## src/rtl/writeback_stage_pkg.sv

```systemverilog
// rtl/writeback_stage_pkg.sv - MIPS opcode/func constants and types shared by the W stage
package writeback_stage_pkg;

  // Primary opcodes (instr[31:26])
  localparam logic [5:0] OP_SPECIAL = 6'h00;
  localparam logic [5:0] OP_JAL     = 6'h03;
  localparam logic [5:0] OP_ADDI    = 6'h08;
  localparam logic [5:0] OP_ADDIU   = 6'h09;
  localparam logic [5:0] OP_SLTI    = 6'h0A;
  localparam logic [5:0] OP_SLTIU   = 6'h0B;
  localparam logic [5:0] OP_ANDI    = 6'h0C;
  localparam logic [5:0] OP_ORI     = 6'h0D;
  localparam logic [5:0] OP_XORI    = 6'h0E;
  localparam logic [5:0] OP_LUI     = 6'h0F;
  localparam logic [5:0] OP_LB      = 6'h20;
  localparam logic [5:0] OP_LH      = 6'h21;
  localparam logic [5:0] OP_LW      = 6'h23;
  localparam logic [5:0] OP_LBU     = 6'h24;
  localparam logic [5:0] OP_LHU     = 6'h25;

  // SPECIAL func codes (instr[5:0]) that write rd
  localparam logic [5:0] FN_SLL  = 6'h00;
  localparam logic [5:0] FN_SRL  = 6'h02;
  localparam logic [5:0] FN_SRA  = 6'h03;
  localparam logic [5:0] FN_SLLV = 6'h04;
  localparam logic [5:0] FN_SRLV = 6'h06;
  localparam logic [5:0] FN_SRAV = 6'h07;
  localparam logic [5:0] FN_JALR = 6'h09;
  localparam logic [5:0] FN_MFHI = 6'h10;
  localparam logic [5:0] FN_MFLO = 6'h12;
  localparam logic [5:0] FN_ADD  = 6'h20;
  localparam logic [5:0] FN_ADDU = 6'h21;
  localparam logic [5:0] FN_SUB  = 6'h22;
  localparam logic [5:0] FN_SUBU = 6'h23;
  localparam logic [5:0] FN_AND  = 6'h24;
  localparam logic [5:0] FN_OR   = 6'h25;
  localparam logic [5:0] FN_XOR  = 6'h26;
  localparam logic [5:0] FN_NOR  = 6'h27;
  localparam logic [5:0] FN_SLT  = 6'h2A;
  localparam logic [5:0] FN_SLTU = 6'h2B;

  localparam logic [4:0] REG_RA = 5'd31;

  typedef enum logic [1:0] {
    WD_ALU  = 2'd0,
    WD_MEM  = 2'd1,
    WD_HILO = 2'd2,
    WD_PC8  = 2'd3
  } wd_sel_e;

  typedef enum logic [1:0] {
    DST_NONE = 2'd0,
    DST_RD   = 2'd1,
    DST_RT   = 2'd2,
    DST_RA   = 2'd3
  } dst_e;

  typedef struct packed {
    logic [31:0] instr;
    logic [31:0] pc8;
    logic [31:0] alu;
    logic [31:0] dm;
    logic [31:0] hilo;
  } mw_reg_t;

endpackage

```

## src/rtl/writeback_stage_load_ext.sv

```systemverilog
// rtl/writeback_stage_load_ext.sv - byte/halfword select and extension of a loaded word
// Ports: word   - aligned data-memory word (little-endian byte lanes)
//        offset - byte offset within the word (alu[1:0])
//        instr  - instruction in W; only the opcode is examined
//        value  - extended load result (word passes through for lw/non-loads)
module load_ext
  import writeback_stage_pkg::*;
(
  input  logic [31:0] word,
  input  logic [1:0]  offset,
  input  logic [31:0] instr,
  output logic [31:0] value
);

  logic [7:0]  byte_sel;
  logic [15:0] half_sel;
  logic        unused_instr;

  assign unused_instr = ^instr[25:0];

  always_comb begin
    byte_sel = word[7:0];
    case (offset)
      2'd0: byte_sel = word[7:0];
      2'd1: byte_sel = word[15:8];
      2'd2: byte_sel = word[23:16];
      2'd3: byte_sel = word[31:24];
      default: byte_sel = word[7:0];
    endcase
  end

  assign half_sel = offset[1] ? word[31:16] : word[15:0];

  always_comb begin
    value = word;
    case (instr[31:26])
      OP_LB:   value = {{24{byte_sel[7]}}, byte_sel};
      OP_LBU:  value = {24'd0, byte_sel};
      OP_LH:   value = {{16{half_sel[15]}}, half_sel};
      OP_LHU:  value = {16'd0, half_sel};
      default: value = word;
    endcase
  end

endmodule

```

## src/rtl/writeback_stage.sv

```systemverilog
// rtl/writeback_stage.sv - MIPS M/W pipeline register, writeback mux and register file
// Ports: clk, reset (async active-low), en (advance M/W), flush (bubble into W)
//        instr_m/pc8_m/alu_m/dm_m/hilo_m - M-stage values captured into W
//        ra1/ra2 -> rd1/rd2 - register reads with same-cycle bypass of the W write
//        instr_w, we_w, wa_w, wd_w - W instruction and its register write
//        retired - count of non-bubble instructions leaving W
module writeback_stage
  import writeback_stage_pkg::*;
(
  input  logic        clk,
  input  logic        reset,
  input  logic        en,
  input  logic        flush,
  input  logic [31:0] instr_m,
  input  logic [31:0] pc8_m,
  input  logic [31:0] alu_m,
  input  logic [31:0] dm_m,
  input  logic [31:0] hilo_m,
  input  logic [4:0]  ra1,
  input  logic [4:0]  ra2,
  output logic [31:0] rd1,
  output logic [31:0] rd2,
  output logic [31:0] instr_w,
  output logic        we_w,
  output logic [4:0]  wa_w,
  output logic [31:0] wd_w,
  output logic [31:0] retired
);

  mw_reg_t     mw_q, mw_d;
  logic [31:0] regs_q [32];
  logic [31:0] regs_d [32];
  logic [31:0] retired_q, retired_d;

  dst_e        dst;
  wd_sel_e     wd_sel;
  logic [31:0] mem_val;

  always_comb begin
    mw_d = mw_q;
    if (flush) begin
      mw_d = '0;
    end else if (en) begin
      mw_d = '{instr: instr_m, pc8: pc8_m, alu: alu_m, dm: dm_m, hilo: hilo_m};
    end
  end

  assign instr_w = mw_q.instr;

  // Destination class and data source; unknown encodings fall to DST_NONE.
  always_comb begin
    dst    = DST_NONE;
    wd_sel = WD_ALU;
    case (instr_w[31:26])
      OP_SPECIAL: begin
        case (instr_w[5:0])
          FN_SLL, FN_SRL, FN_SRA, FN_SLLV, FN_SRLV, FN_SRAV,
          FN_ADD, FN_ADDU, FN_SUB, FN_SUBU, FN_AND, FN_OR, FN_XOR, FN_NOR,
          FN_SLT, FN_SLTU: dst = DST_RD;
          FN_JALR: begin
            dst    = DST_RD;
            wd_sel = WD_PC8;
          end
          FN_MFHI, FN_MFLO: begin
            dst    = DST_RD;
            wd_sel = WD_HILO;
          end
          default: dst = DST_NONE;
        endcase
      end
      OP_JAL: begin
        dst    = DST_RA;
        wd_sel = WD_PC8;
      end
      OP_ADDI, OP_ADDIU, OP_SLTI, OP_SLTIU, OP_ANDI, OP_ORI, OP_XORI, OP_LUI:
        dst = DST_RT;
      OP_LB, OP_LH, OP_LW, OP_LBU, OP_LHU: begin
        dst    = DST_RT;
        wd_sel = WD_MEM;
      end
      default: dst = DST_NONE;
    endcase
  end

  always_comb begin
    case (dst)
      DST_RD:  wa_w = instr_w[15:11];
      DST_RT:  wa_w = instr_w[20:16];
      DST_RA:  wa_w = REG_RA;
      default: wa_w = 5'd0;
    endcase
  end

  // $0 is never written, so the bypass and file write can trust we_w alone.
  assign we_w = (dst != DST_NONE) && (wa_w != 5'd0);

  load_ext u_load_ext (
    .word   (mw_q.dm),
    .offset (mw_q.alu[1:0]),
    .instr  (instr_w),
    .value  (mem_val)
  );

  always_comb begin
    case (wd_sel)
      WD_MEM:  wd_w = mem_val;
      WD_HILO: wd_w = mw_q.hilo;
      WD_PC8:  wd_w = mw_q.pc8;
      default: wd_w = mw_q.alu;
    endcase
  end

  // Register file writes are independent of en: a stalled W keeps rewriting
  // the same value, which is harmless.
  always_comb begin
    regs_d = regs_q;
    if (we_w) begin
      regs_d[wa_w] = wd_w;
    end
  end

  always_comb begin
    if (ra1 == 5'd0)                rd1 = 32'd0;
    else if (we_w && ra1 == wa_w)   rd1 = wd_w;
    else                            rd1 = regs_q[ra1];
  end

  always_comb begin
    if (ra2 == 5'd0)                rd2 = 32'd0;
    else if (we_w && ra2 == wa_w)   rd2 = wd_w;
    else                            rd2 = regs_q[ra2];
  end

  assign retired_d = retired_q + {31'd0, (en && instr_w != 32'd0)};
  assign retired   = retired_q;

  always_ff @(posedge clk or negedge reset) begin
    if (!reset) begin
      mw_q      <= '0;
      retired_q <= 32'd0;
      for (int i = 0; i < 32; i++) begin
        regs_q[i] <= 32'd0;
      end
    end else begin
      mw_q      <= mw_d;
      retired_q <= retired_d;
      regs_q    <= regs_d;
    end
  end

endmodule

```

## config.mk

```make
export PLATFORM = sky130hd
export DESIGN_NAME = writeback_stage
export DESIGN_NICKNAME = d
export VERILOG_FILES = /design/src/rtl/writeback_stage_pkg.sv /design/src/rtl/writeback_stage_load_ext.sv /design/src/rtl/writeback_stage.sv
export SDC_FILE = /design/constraint.sdc
export NUM_CORES = 2
export LEC_CHECK = 0
export BUFFER_PORTS_ARGS = -buffer_cell sky130_fd_sc_hd__buf_2
export CAP_MARGIN = 10
export CORE_ASPECT_RATIO = 1.2
export CORE_MARGIN = 2
export CORE_UTILIZATION = 35
export CTS_CLUSTER_SIZE = 25
export DETAILED_ROUTE_END_ITERATION = 6
export GPL_TIMING_DRIVEN = 1
export PLACE_DENSITY_LB_ADDON = 0.2
export RECOVER_POWER = 25
export SLEW_MARGIN = 0
export SYNTH_ARGS = -nofsm -noshare
export SYNTH_HDL_FRONTEND = slang
export SYNTH_SLANG_ARGS = --single-unit
```

## constraint.sdc

```tcl
create_clock -name clk -period 5.56 [get_ports clk]
set_input_delay 1.112 -clock clk [delete_from_list [all_inputs] [get_ports clk]]
set_output_delay 1.112 -clock clk [all_outputs]
set_load 0.02 [all_outputs]
```

==> qor.csv <==
metric,value,unit
fin nets,5709,
gp weighted congestion,0.844,
DP HPWL,143000,microns
worst-path maximum fanout,25,
largest net degree at the start of global routing,130,
failing checks,"max-capacitance violations, max-slew violations",
Routed Wire Length,220000,microns
Post-synth EDFFs,0,
routed vias,45400,
total grt overflow,0,
drt pass-1 iters,5,
routed vias/inst,5.70,
"Data required, critical path",4.45,ns
r2r setup slk,1.05,ns
Worst setup EP type,primary output,
pins over their slew limit,209,
"Seq/Total Area, Yosys",48.3,%
I/O Buffers,339,
Initial Util,35.2,%
"Clk pin slew, worst setup/hold paths",0.06,ns
Rows,170,
net count after synthesis,5565,
Synth Instances,5389,
most frequent cells in the layout,"dfrtp_1, nand2_1, o21ai_0, mux4_2, buf_2",
min Tclk post-route,5.53,ns
ratio of cells with drive above 1 in the final layout,29.0,%
Die H,469,microns
CTS Buffer Depth,3,
initial antenna violation count,25,
PwrDens,341,mW/mm^2
CTS tree,yes,
Pleak,31.5,nW
post-route insts no fill,7970,
worst ir drop on vdd,0.282,mV
warning count from the yosys run,0,
all-layer global routing usage,24.3,%
crit path kind,reg2out,
number of global-route vias before repair,46100,
Root Driver,clkbuf_16,
Final period util,99.5,%
hold_buf cts,0,
Die W,391,microns
H-tree levels,4,
I/O pin count,340,
Async SR Flop Fraction,100,%
clock skew,0.0313,ns
CTS Sinks,1216,
Final ANT Viol Nets,0,
startpoint types,register,
DRC Markers,0,
Post-Syn Area,0.0629,sq mm
status,"finished, violations left",
Inserted Clock Buffers,139,
Layout area overhead,16.7,%
Wirelength per Cell,27.6,microns
endpoints failing setup,0,
final total power,25.0,mW
Core Footprint,0.179,sq mm
starting DRC count in detailed routing,3737,
Worst-Margin Slew,4.22,ns
first-pass GRT wire length,327000,microns
"Hold Vio Cnt, Final",0,
Max Cap Viol,2,
Yosys reg bits,1216,
Slew headroom,-181,%
post-synth cell types,61,
syn avg cell area,11.7,sq um
Worst Hold Class,reg2reg,
Skew-Pair Late Insertion Delay,0.80,ns
Die ar.,0.183,sq mm
CP Data Arrival Time,4.42,ns
"Primary FF master, synth",dfrtp_1,
Max Freq,0.181,GHz
Cells after DPL,7687,
"most common cell after layout, fill and taps aside",dfrtp_1,
==> metrics by stage <==
stage	area, sq um	hold slack, ns	setup TNS [ns]	worst slack [ns]	utilization (%)
3_3_place_gp	68300	0.376	0	0.485	38.2
3_5_place_dp	68300	0.383	0	0.462	38.2
4_1_cts	73200	0.354	-0.00128	-0.00128	41.0
2_1_floorplan	62900	0.441	0	0.640	-
6_report	73400	0.390	0	0.0296	41.1
5_1_grt	73400	0.411	-0.0249	-0.0104	41.1
==> layer usage <==
metal  routed length [microns]  share of wire (%)  track usage [%]  vias to the layer above
met4                      5680                2.6             6.58                       24
met5                       154              0.070                0                        -
met3                     16100                7.3             5.84                      340
met2                    101000                 46             37.5                     1601
li1                          -                  -                -                    19900
met1                     97200                 44             34.3                    23500
==> critical path, cell delays in order (launching register included) <==
cell and delay, ns:
dfrtp_2 0.44, nand3b_1 0.18, or4_4 0.48, a31oi_4 0.21, buf_12 0.15, buf_4 0.13, buf_4 0.12, a21o_1 0.18
a21o_1 0.18, o21ai_4 0.10, buf_12 0.18, and2_2 0.27, buf_12 0.17, a211oi_1 0.46, buf_2 0.28
==> path summary, 6_finish.rpt <==
check | from | end | cells past startpoint
max | instr_w[1] | rd1[11] | 14
min | regs_q[1007] | regs_q[1007] | 0
max reg2reg | instr_w[1] | regs_q[377] | 12
min reg2reg | regs_q[1007] | regs_q[1007] | 0
max in group asynchronous | reset | regs_q[673] | 2
min in group asynchronous | reset | instr_w[11] | 1
==> power breakdown <==
part	leakage [nW]	total, mW	switching, mW	internal, mW
Combinational	12.5	4.91	2.66	2.26
Clock	2.28	9.43	3.91	5.52
Sequential	16.7	10.7	0.813	9.88
==> registers in the layout, indices dropped and copies added, names as in the netlist <==
| register | count |
|---|---|
| instr_w | 32 |
| retired | 32 |
| regs_q | 1024 |
| mw_q | 128 |
==> area by class of cell <==
cell class	count	area (sq um)
flip-flops and latches	1216	30400
clock inverters	49	544
well taps	2322	2910
fillers	17100	105000
diodes	5	12.5
repair buffers	606	4440
multi-input cells	3530	30900
clock buffers	202	4080
inverters	40	150
==> cell families after synthesis <==
family | share of synthesized area, %
xor+xnor | 0.529
fa+ha+maj | 0.0397
flops | 48.3
buf+inv | 4.12
mux | 26.9
simple gates | 9.13
compound gates | 11.0
==> cells in the mapped netlist (65+ instances only) <==
library cell  count  share of area [%]
nand2_1         957                5.7
nor2b_1          67               0.67
a221oi_1         70               0.97
o21ai_1          66               0.52
dfrtp_1        1216                 48
mux2i_1         167                2.7
nor2_1          227                1.4
buf_1            73               0.44
clkbuf_1        461                2.7
a211oi_1         65               0.78
o21ai_0         886                7.0
mux4_2          642                 23
==> what timing repair did <==
action,CTS,global route
gates cloned,1,0
pin swaps,5,8
setup buffers,13,13
setup endpoints to repair,68,60
gates resized for setup,25,22
No activity file was read; power rests on OpenSTA's default activity.
